==> src/rtl/l2_burst_responder_pkg.sv <==
// Shared types and constants for the L2 burst responder: FSM states, request
// kinds, the pending-request record and the burst-length helper.
package l2_resp_pkg;

  localparam int MAX_BURST_DEF = 16;

  typedef enum logic [2:0] {
    S_IDLE    = 3'd0,
    S_RFETCH  = 3'd1,
    S_RSTREAM = 3'd2,
    S_WSETUP  = 3'd3,
    S_WCAPT   = 3'd4,
    S_WDRAIN  = 3'd5
  } state_t;

  typedef enum logic {
    REQ_READ  = 1'b0,
    REQ_WRITE = 1'b1
  } req_kind_t;

  typedef struct packed {
    req_kind_t   kind;
    logic [31:0] base;
    logic [4:0]  last;
  } op_t;

  // Index of the final word of a burst: size 0 means one word, oversize clamps.
  function automatic logic [4:0] eff_last(input logic [4:0] size, input logic [4:0] max_n);
    if (size == 5'd0) return 5'd0;
    if (size > max_n) return max_n - 5'd1;
    return size - 5'd1;
  endfunction

endpackage

==> src/rtl/l2_burst_responder_if.sv <==
// L2-side streaming handshake and backing-memory access bus of the burst responder.
interface l2_burst_responder_if;
  logic        l2_rreq;
  logic        l2_wreq;
  logic [31:0] l2_addr;
  logic [4:0]  l2_burst_size;
  logic [31:0] l2_wdata;
  logic [31:0] l2_rdata;
  logic        l2_busy;
  logic        mem_req;
  logic        mem_we;
  logic [31:0] mem_addr;
  logic [31:0] mem_wdata;
  logic [31:0] mem_rdata;
  logic        mem_ack;
  logic        proto_err;

  modport slave (
    input  l2_rreq, l2_wreq, l2_addr, l2_burst_size, l2_wdata, mem_rdata, mem_ack,
    output l2_rdata, l2_busy, mem_req, mem_we, mem_addr, mem_wdata, proto_err
  );

  modport master (
    output l2_rreq, l2_wreq, l2_addr, l2_burst_size, l2_wdata, mem_rdata, mem_ack,
    input  l2_rdata, l2_busy, mem_req, mem_we, mem_addr, mem_wdata, proto_err
  );
endinterface

==> src/rtl/l2_burst_responder_buf.sv <==
// Burst word buffer: DEPTH x 32 register file, one synchronous write port and
// one asynchronous read port. Contents are deliberately not reset.
module l2_burst_buf #(
  parameter int DEPTH = 16,
  parameter int AW    = 4
) (
  input  logic          clk,
  input  logic          we,
  input  logic [AW-1:0] waddr,
  input  logic [31:0]   wdata,
  input  logic [AW-1:0] raddr,
  output logic [31:0]   rdata
);

  logic [31:0] mem [DEPTH];

  always_ff @(posedge clk) begin
    if (we) mem[waddr] <= wdata;
  end

  assign rdata = mem[raddr];

endmodule

==> src/rtl/l2_burst_responder.sv <==
// L2 burst responder: buffers read bursts from backing memory before streaming
// them out, and collects write bursts before draining them to memory.
//
// state     | meaning
// S_IDLE    | no operation, ready to accept a request
// S_RFETCH  | reading N words from memory into the buffer, busy=1
// S_RSTREAM | streaming buffered words on l2_rdata, busy=0
// S_WSETUP  | one busy cycle before write data collection
// S_WCAPT   | one dead cycle, then capturing N words of l2_wdata, busy=0
// S_WDRAIN  | writing buffered words to memory, busy=1
module l2_burst_responder
  import l2_resp_pkg::*;
#(
  parameter int MAX_BURST = MAX_BURST_DEF
) (
  input  logic clk,
  input  logic reset_n,
  l2_burst_responder_if.slave bus
);

  localparam int         AW    = (MAX_BURST > 1) ? $clog2(MAX_BURST) : 1;
  localparam logic [4:0] MAX_N = 5'(MAX_BURST);

  state_t      state;
  logic [31:0] cur_base;
  logic [4:0]  cur_last;
  op_t         pend;
  logic        pend_valid;
  logic [4:0]  cnt;
  logic        primed;

  logic        busy_q;
  logic [31:0] rdata_q;
  logic        mem_req_q;
  logic        mem_we_q;
  logic [31:0] mem_addr_q;
  logic [31:0] mem_wdata_q;
  logic        err_q;

  logic          buf_we;
  logic [AW-1:0] buf_waddr;
  logic [AW-1:0] buf_raddr;
  logic [31:0]   buf_wdata;
  logic [31:0]   buf_rdata;

  logic        req_any;
  op_t         req_op;
  logic        cnt_tc;
  logic [4:0]  cnt_nxt;
  logic        can_queue;
  logic        bad_req;
  logic        op_done;
  logic        start_en;
  op_t         start_op;

  assign req_any   = bus.l2_rreq | bus.l2_wreq;
  assign cnt_tc    = (cnt == cur_last);
  assign cnt_nxt   = cnt + 5'd1;
  assign can_queue = req_any && busy_q && !pend_valid;
  assign bad_req   = (bus.l2_rreq && bus.l2_wreq) ||
                     (req_any && (state != S_IDLE) && (!busy_q || pend_valid));
  assign op_done   = ((state == S_RSTREAM) && cnt_tc) ||
                     ((state == S_WDRAIN) && bus.mem_ack && cnt_tc);

  always_comb begin
    req_op.kind = bus.l2_rreq ? REQ_READ : REQ_WRITE;
    req_op.base = bus.l2_addr & ~32'h3;
    req_op.last = eff_last(bus.l2_burst_size, MAX_N);
  end

  // A request arriving on the very edge an operation finishes is started
  // directly instead of passing through the pending slot.
  always_comb begin
    start_en = 1'b0;
    start_op = req_op;
    if (state == S_IDLE) begin
      start_en = req_any;
    end else if (op_done) begin
      start_en = pend_valid || can_queue;
      start_op = pend_valid ? pend : req_op;
    end
  end

  always_comb begin
    buf_we    = 1'b0;
    buf_waddr = cnt[AW-1:0];
    buf_wdata = bus.mem_rdata;
    buf_raddr = '0;
    case (state)
      S_RFETCH:  buf_we = bus.mem_ack;
      S_WCAPT: begin
        buf_we    = primed;
        buf_wdata = bus.l2_wdata;
      end
      S_RSTREAM,
      S_WDRAIN:  buf_raddr = cnt_nxt[AW-1:0];
      default:   buf_raddr = '0;
    endcase
  end

  l2_burst_buf #(.DEPTH(MAX_BURST), .AW(AW)) u_buf (
    .clk   (clk),
    .we    (buf_we),
    .waddr (buf_waddr),
    .wdata (buf_wdata),
    .raddr (buf_raddr),
    .rdata (buf_rdata)
  );

  always_ff @(posedge clk or negedge reset_n) begin
    if (!reset_n) begin
      state       <= S_IDLE;
      cur_base    <= '0;
      cur_last    <= '0;
      pend        <= '0;
      pend_valid  <= 1'b0;
      cnt         <= '0;
      primed      <= 1'b0;
      busy_q      <= 1'b0;
      rdata_q     <= '0;
      mem_req_q   <= 1'b0;
      mem_we_q    <= 1'b0;
      mem_addr_q  <= '0;
      mem_wdata_q <= '0;
      err_q       <= 1'b0;
    end else begin
      if (bad_req) err_q <= 1'b1;

      if (op_done) begin
        pend_valid <= 1'b0;
      end else if (can_queue) begin
        pend       <= req_op;
        pend_valid <= 1'b1;
      end

      case (state)
        S_RFETCH: begin
          if (bus.mem_ack) begin
            if (cnt_tc) begin
              state     <= S_RSTREAM;
              busy_q    <= 1'b0;
              mem_req_q <= 1'b0;
              cnt       <= '0;
              // a one-word burst's only word is still on mem_rdata
              rdata_q   <= (cnt == 5'd0) ? bus.mem_rdata : buf_rdata;
            end else begin
              cnt        <= cnt_nxt;
              mem_addr_q <= mem_addr_q + 32'd4;
            end
          end
        end
        S_RSTREAM: begin
          if (cnt_tc) begin
            state   <= S_IDLE;
            rdata_q <= '0;
          end else begin
            cnt     <= cnt_nxt;
            rdata_q <= buf_rdata;
          end
        end
        S_WSETUP: begin
          state  <= S_WCAPT;
          busy_q <= 1'b0;
          cnt    <= '0;
          primed <= 1'b0;
        end
        S_WCAPT: begin
          if (!primed) begin
            primed <= 1'b1;
          end else if (cnt_tc) begin
            state       <= S_WDRAIN;
            busy_q      <= 1'b1;
            mem_req_q   <= 1'b1;
            mem_we_q    <= 1'b1;
            mem_addr_q  <= cur_base;
            mem_wdata_q <= (cnt == 5'd0) ? bus.l2_wdata : buf_rdata;
            cnt         <= '0;
          end else begin
            cnt <= cnt_nxt;
          end
        end
        S_WDRAIN: begin
          if (bus.mem_ack) begin
            if (cnt_tc) begin
              state     <= S_IDLE;
              busy_q    <= 1'b0;
              mem_req_q <= 1'b0;
              mem_we_q  <= 1'b0;
            end else begin
              cnt         <= cnt_nxt;
              mem_addr_q  <= mem_addr_q + 32'd4;
              mem_wdata_q <= buf_rdata;
            end
          end
        end
        default: ;
      endcase

      if (start_en) begin
        cur_base <= start_op.base;
        cur_last <= start_op.last;
        cnt      <= '0;
        primed   <= 1'b0;
        busy_q   <= 1'b1;
        mem_we_q <= 1'b0;
        if (start_op.kind == REQ_READ) begin
          state      <= S_RFETCH;
          mem_req_q  <= 1'b1;
          mem_addr_q <= start_op.base;
        end else begin
          state     <= S_WSETUP;
          mem_req_q <= 1'b0;
        end
      end
    end
  end

  assign bus.l2_busy   = busy_q;
  assign bus.l2_rdata  = rdata_q;
  assign bus.mem_req   = mem_req_q;
  assign bus.mem_we    = mem_we_q;
  assign bus.mem_addr  = mem_addr_q;
  assign bus.mem_wdata = mem_wdata_q;
  assign bus.proto_err = err_q;

endmodule

==> src/flat_wrapper.sv <==
// flat-port wrapper written by rule: the top's interface ports become plain ports
module l2_burst_responder_flat import l2_resp_pkg::*;
#(
  parameter int MAX_BURST = MAX_BURST_DEF
)
  (clk, reset_n, bus_l2_rreq, bus_l2_wreq, bus_l2_addr, bus_l2_burst_size, bus_l2_wdata, bus_mem_rdata, bus_mem_ack, bus_l2_rdata, bus_l2_busy, bus_mem_req, bus_mem_we, bus_mem_addr, bus_mem_wdata, bus_proto_err);
  l2_burst_responder_if bus_i ();
  input  logic clk;
  input  logic reset_n;
  input wire logic [$bits(bus_i.l2_rreq)-1:0] bus_l2_rreq;
  input wire logic [$bits(bus_i.l2_wreq)-1:0] bus_l2_wreq;
  input wire logic [$bits(bus_i.l2_addr)-1:0] bus_l2_addr;
  input wire logic [$bits(bus_i.l2_burst_size)-1:0] bus_l2_burst_size;
  input wire logic [$bits(bus_i.l2_wdata)-1:0] bus_l2_wdata;
  input wire logic [$bits(bus_i.mem_rdata)-1:0] bus_mem_rdata;
  input wire logic [$bits(bus_i.mem_ack)-1:0] bus_mem_ack;
  output wire logic [$bits(bus_i.l2_rdata)-1:0] bus_l2_rdata;
  output wire logic [$bits(bus_i.l2_busy)-1:0] bus_l2_busy;
  output wire logic [$bits(bus_i.mem_req)-1:0] bus_mem_req;
  output wire logic [$bits(bus_i.mem_we)-1:0] bus_mem_we;
  output wire logic [$bits(bus_i.mem_addr)-1:0] bus_mem_addr;
  output wire logic [$bits(bus_i.mem_wdata)-1:0] bus_mem_wdata;
  output wire logic [$bits(bus_i.proto_err)-1:0] bus_proto_err;
  assign bus_i.l2_rreq = bus_l2_rreq;
  assign bus_i.l2_wreq = bus_l2_wreq;
  assign bus_i.l2_addr = bus_l2_addr;
  assign bus_i.l2_burst_size = bus_l2_burst_size;
  assign bus_i.l2_wdata = bus_l2_wdata;
  assign bus_i.mem_rdata = bus_mem_rdata;
  assign bus_i.mem_ack = bus_mem_ack;
  assign bus_l2_rdata = bus_i.l2_rdata;
  assign bus_l2_busy = bus_i.l2_busy;
  assign bus_mem_req = bus_i.mem_req;
  assign bus_mem_we = bus_i.mem_we;
  assign bus_mem_addr = bus_i.mem_addr;
  assign bus_mem_wdata = bus_i.mem_wdata;
  assign bus_proto_err = bus_i.proto_err;
  l2_burst_responder #(.MAX_BURST(MAX_BURST)) u_core (.clk(clk), .reset_n(reset_n), .bus(bus_i));
endmodule
==> config.mk <==
export PLATFORM = sky130hd
export DESIGN_NAME = l2_burst_responder_flat
export DESIGN_NICKNAME = d
export VERILOG_FILES = /design/src/rtl/l2_burst_responder_pkg.sv /design/src/rtl/l2_burst_responder_if.sv /design/src/rtl/l2_burst_responder_buf.sv /design/src/rtl/l2_burst_responder.sv /design/src/flat_wrapper.sv
export SDC_FILE = /design/constraint.sdc
export NUM_CORES = 1
export LEC_CHECK = 0
export CORE_UTILIZATION = 55
export CTS_CLUSTER_DIAMETER = 80
export DETAILED_ROUTE_END_ITERATION = 10
export GPL_ROUTABILITY_DRIVEN = 0
export MAX_ROUTING_LAYER = met4
export PLACE_DENSITY = 0.75
export SLEW_MARGIN = 40
export SYNTH_ARGS = -nofsm -noshare
export SYNTH_HDL_FRONTEND = slang
export SYNTH_SLANG_ARGS = --single-unit
==> constraint.sdc <==
create_clock -name clk -period 5.5 [get_ports clk]
set_clock_uncertainty 0.1 [all_clocks]
set_input_delay 1.375 -clock clk [delete_from_list [all_inputs] [get_ports clk]]
set_output_delay 1.375 -clock clk [all_outputs]
set_load 0.05 [all_outputs]
==> flow_summary.yaml <==
outcome:
  outcome: "finished clean"
clock_network:
  cts.sinks: 693
  clock_latency_ns: 0.64
  cts_htree_levels: 3
  clkTransAtPathRegs_ns: 0.06
  numCtsBuffers: 73
  ctsHoldBuffers: 0
  clk_path_buf_depth: 3
  cts-resized-gates: 0
  ctsRootBufferMaster: "clkbuf_16"
  tritoncts: "built"
  postCtsSetupBuffers: 0
floorplan:
  die_w_um: 237
  boundaryPins: 206
  start_util: 0.561
  core_area_um2: 54200
  rows: 85
  die_h_um: 237
  die-area_um2: 56200
placed_design:
  portBuffers: 203
  pre_cts_slack_ns: 1.08
  placed_cell_area_um2: 33600
  hpwl_mm: 49.1
global_route:
  grt_pass1_wl_mm: 126
  grt_pass1_vias: 20900
  gr-total-overflow: 0
  antenna_found_initial: 2
  grt_usage: 0.306
  grt_max_degree: 102
route:
  routed_wl_mm: 83.4
  num_vias: 20900
  drtIter0Drc: 2519
  drcViolationCount: 0
  highest_layer: "met4"
  drtAntennaViolNets: 0
  met3_length_mm: 8.11
  wl_met2_mm: 39.3
  routedWlPerCell_um: 26.2
  firstDrtPassIters: 8
  wl_met1_mm: 33.2
  via_per_inst: 6.58
power:
  irDropWorstVdd_uv: 385
  p_per_area_nw_per_um2: 569
  cellLeakagePower_nw: 12.5
yosys:
  yosysWarnings: 0
  synth_ff_type: "edfxtp_1"
  synth_cell_types: 78
  synthArstFlopShare: 0.261
  synth-edff-count: 512
  yosysSeqAreaShare: 0.655
  ys_seq_elements: 693
  netlist_area_um2: 30400
  netlist_instances: 2243
  synth_nets: 2356
  avgSynthCellArea_um2: 13.6
sta:
  hold_viol_final: 0
  max_freq_ghz: 0.246
  fin_crit_sh: 0.740
  setup_tns_ns: 0
  tightest_slew_ns: 0.843
  hold_ws_ns: 0.384
  fin_ws_ns: 1.43
  maxSlewHeadroom: 0.438
  slew_viol_final: 0
  period_needed_ns: 4.07
  rsz0062_at_grt: "no"
  setup-violations-final: 0
cells_and_area:
  fin_area_um2: 36000
  drive_gt1_frac: 0.152
  layout-area-overhead-vs-synth_pct: 18.2
  final_common_cell: "edfxtp_1"
  most-common-layout-cells: "512 x edfxtp_1, 202 x clkdlybuf4s50_1, 179 x dfrtp_1, 171 x nand2_1, 161 x mux2i_1"
  final_util: 0.663
  num-nets-final: 2541
critical_path:
  crit_path_start_kind: "flip-flop"
  critPathArrivalTime_ns: 4.44
  cp_max_fo: 59
  cp_data_required_time_ns: 5.87
  reg2reg_depth: 7
  crit_type: "flip-flop to flip-flop"
  cp-end-kind: "flip-flop"
hold_path:
  hold_path.class: "flip-flop to flip-flop"
  holdPathStages: 1
job:
  cap_violations: 0
[where the power goes]
group | switching (mW) | total [mW] | internal, mW | leakage (nW)
clock network | 2.10 | 4.89 | 2.79 | 1.17
logic | 5.43 | 8.36 | 2.93 | 4.54
registers | 0.637 | 7.19 | 6.55 | 6.76
[cells by family after synthesis]
logic type	count (synthesis)	synth area share
adders and majority gates	8	0.00321
xor gates and xnor gates	11	0.00317
and+or+nand+nor	487	0.0727
muxes	301	0.117
DFF	693	0.655
AOI/OAI and AO/OA	526	0.118
buffers and inverters	217	0.0305
[worst paths after layout]
| kind | startpoint | endpoint | slack, ns |
|---|---|---|---|
| setup / recovery | u_core.cnt[0] | u_core.bus.l2_rdata[31] | 1.43 |
| hold / removal | u_core.bus.proto_err | u_core.bus.proto_err | 0.38 |
| setup reg to reg | u_core.cnt[0] | u_core.bus.l2_rdata[31] | 1.43 |
| hold reg to reg | u_core.bus.proto_err | u_core.bus.proto_err | 0.38 |
| max in group asynchronous | reset_n | u_core.state[2] | 3.76 |
| min in group asynchronous | reset_n | u_core.bus.mem_wdata[31] | 0.63 |
[per-stage QoR]
step | instances | total power [mW]
global route | 3182 | 21.3
CTS | 3180 | 20.3
global placement | 3041 | 15.1
floorplan | 2243 | 12.7
finish | 3182 | 20.4
detailed placement | 3048 | 15.4
[flip-flops by register name, summed over array words and instances, names as in the netlist, 3 cells and up]
signal                cells
u_core.cur_last           5
u_core.bus.l2_rdata      32
u_core.u_buf.mem        512
u_core.pend              36
u_core.cnt                5
u_core.bus.mem_addr      32
u_core.state              3
u_core.cur_base          30
u_core.bus.mem_wdata     32
[layer usage]
layer | up-vias | global-route usage
met5 | - | -
met4 | 0 | 0.118
met3 | 199 | 0.0583
met2 | 1216 | 0.469
met1 | 10500 | 0.406
li1 | 9052 | -
[critical path: stages, from the launching register on]
cell      delay, ns
dfrtp_4        0.74
buf_6          0.52
buf_4          0.72
o21ai_2        0.35
buf_4          0.38
o22a_1         0.25
o221ai_1       0.55
a31oi_1        0.17
[final cells by class]
| class | count | area [um2] |
|---|---|---|
| diodes | 1 | 2.50 |
| clock buffers | 94 | 1970 |
| clock inverters | 38 | 397 |
| fillers | 3747 | 18300 |
| inverters | 51 | 191 |
| multi-input cells | 1333 | 9840 |
| flip-flops and latches | 693 | 19900 |
| well taps | 696 | 871 |
| repair buffers | 276 | 2780 |
[synthesized netlist by cell type (4+ instances only)]
library cell  count  area [um2]
ha_1              7        87.6
nand3b_1          6        45.0
clkbuf_1         95         357
mux2_2          106        1190
and3_1           10        62.6
nor2_1          137         514
buf_1            11        41.3
edfxtp_1        512       15400
a2111oi_0         5        43.8
or2_2             4        25.0
o32ai_1          30         263
and4_1            4        35.0
nand3_1          49         245
nor3_1           46         230
mux4_2           34         766
nor2b_1           6        37.5
and2_1           10        62.6
nand2b_1          8        50.1
xnor2_1           6        52.6
o211a_1           4        40.0
o21ai_0          96         480
o211ai_1         39         293
xor2_1            5        43.8
nor4_1            6        37.5
a211oi_1         12        90.1
inv_1            51         191
a31oi_1          47         294
o21ai_1           6        30.0
o221ai_1         62         543
dfrtp_1         181        4530
a32o_1            4        40.0
a21oi_1         124         621
o21a_1            4        30.0
nand4_1          12        75.1
or3_1             4        25.0
buf_4            13        97.6
a22o_1            5        43.8
nand2_1         172         646
o22a_1           32         280
buf_2            45         225
o22ai_1           4        25.0
mux2i_1         161        1610
a22oi_1          12        90.1
No activity file was read; power rests on OpenSTA's default activity.
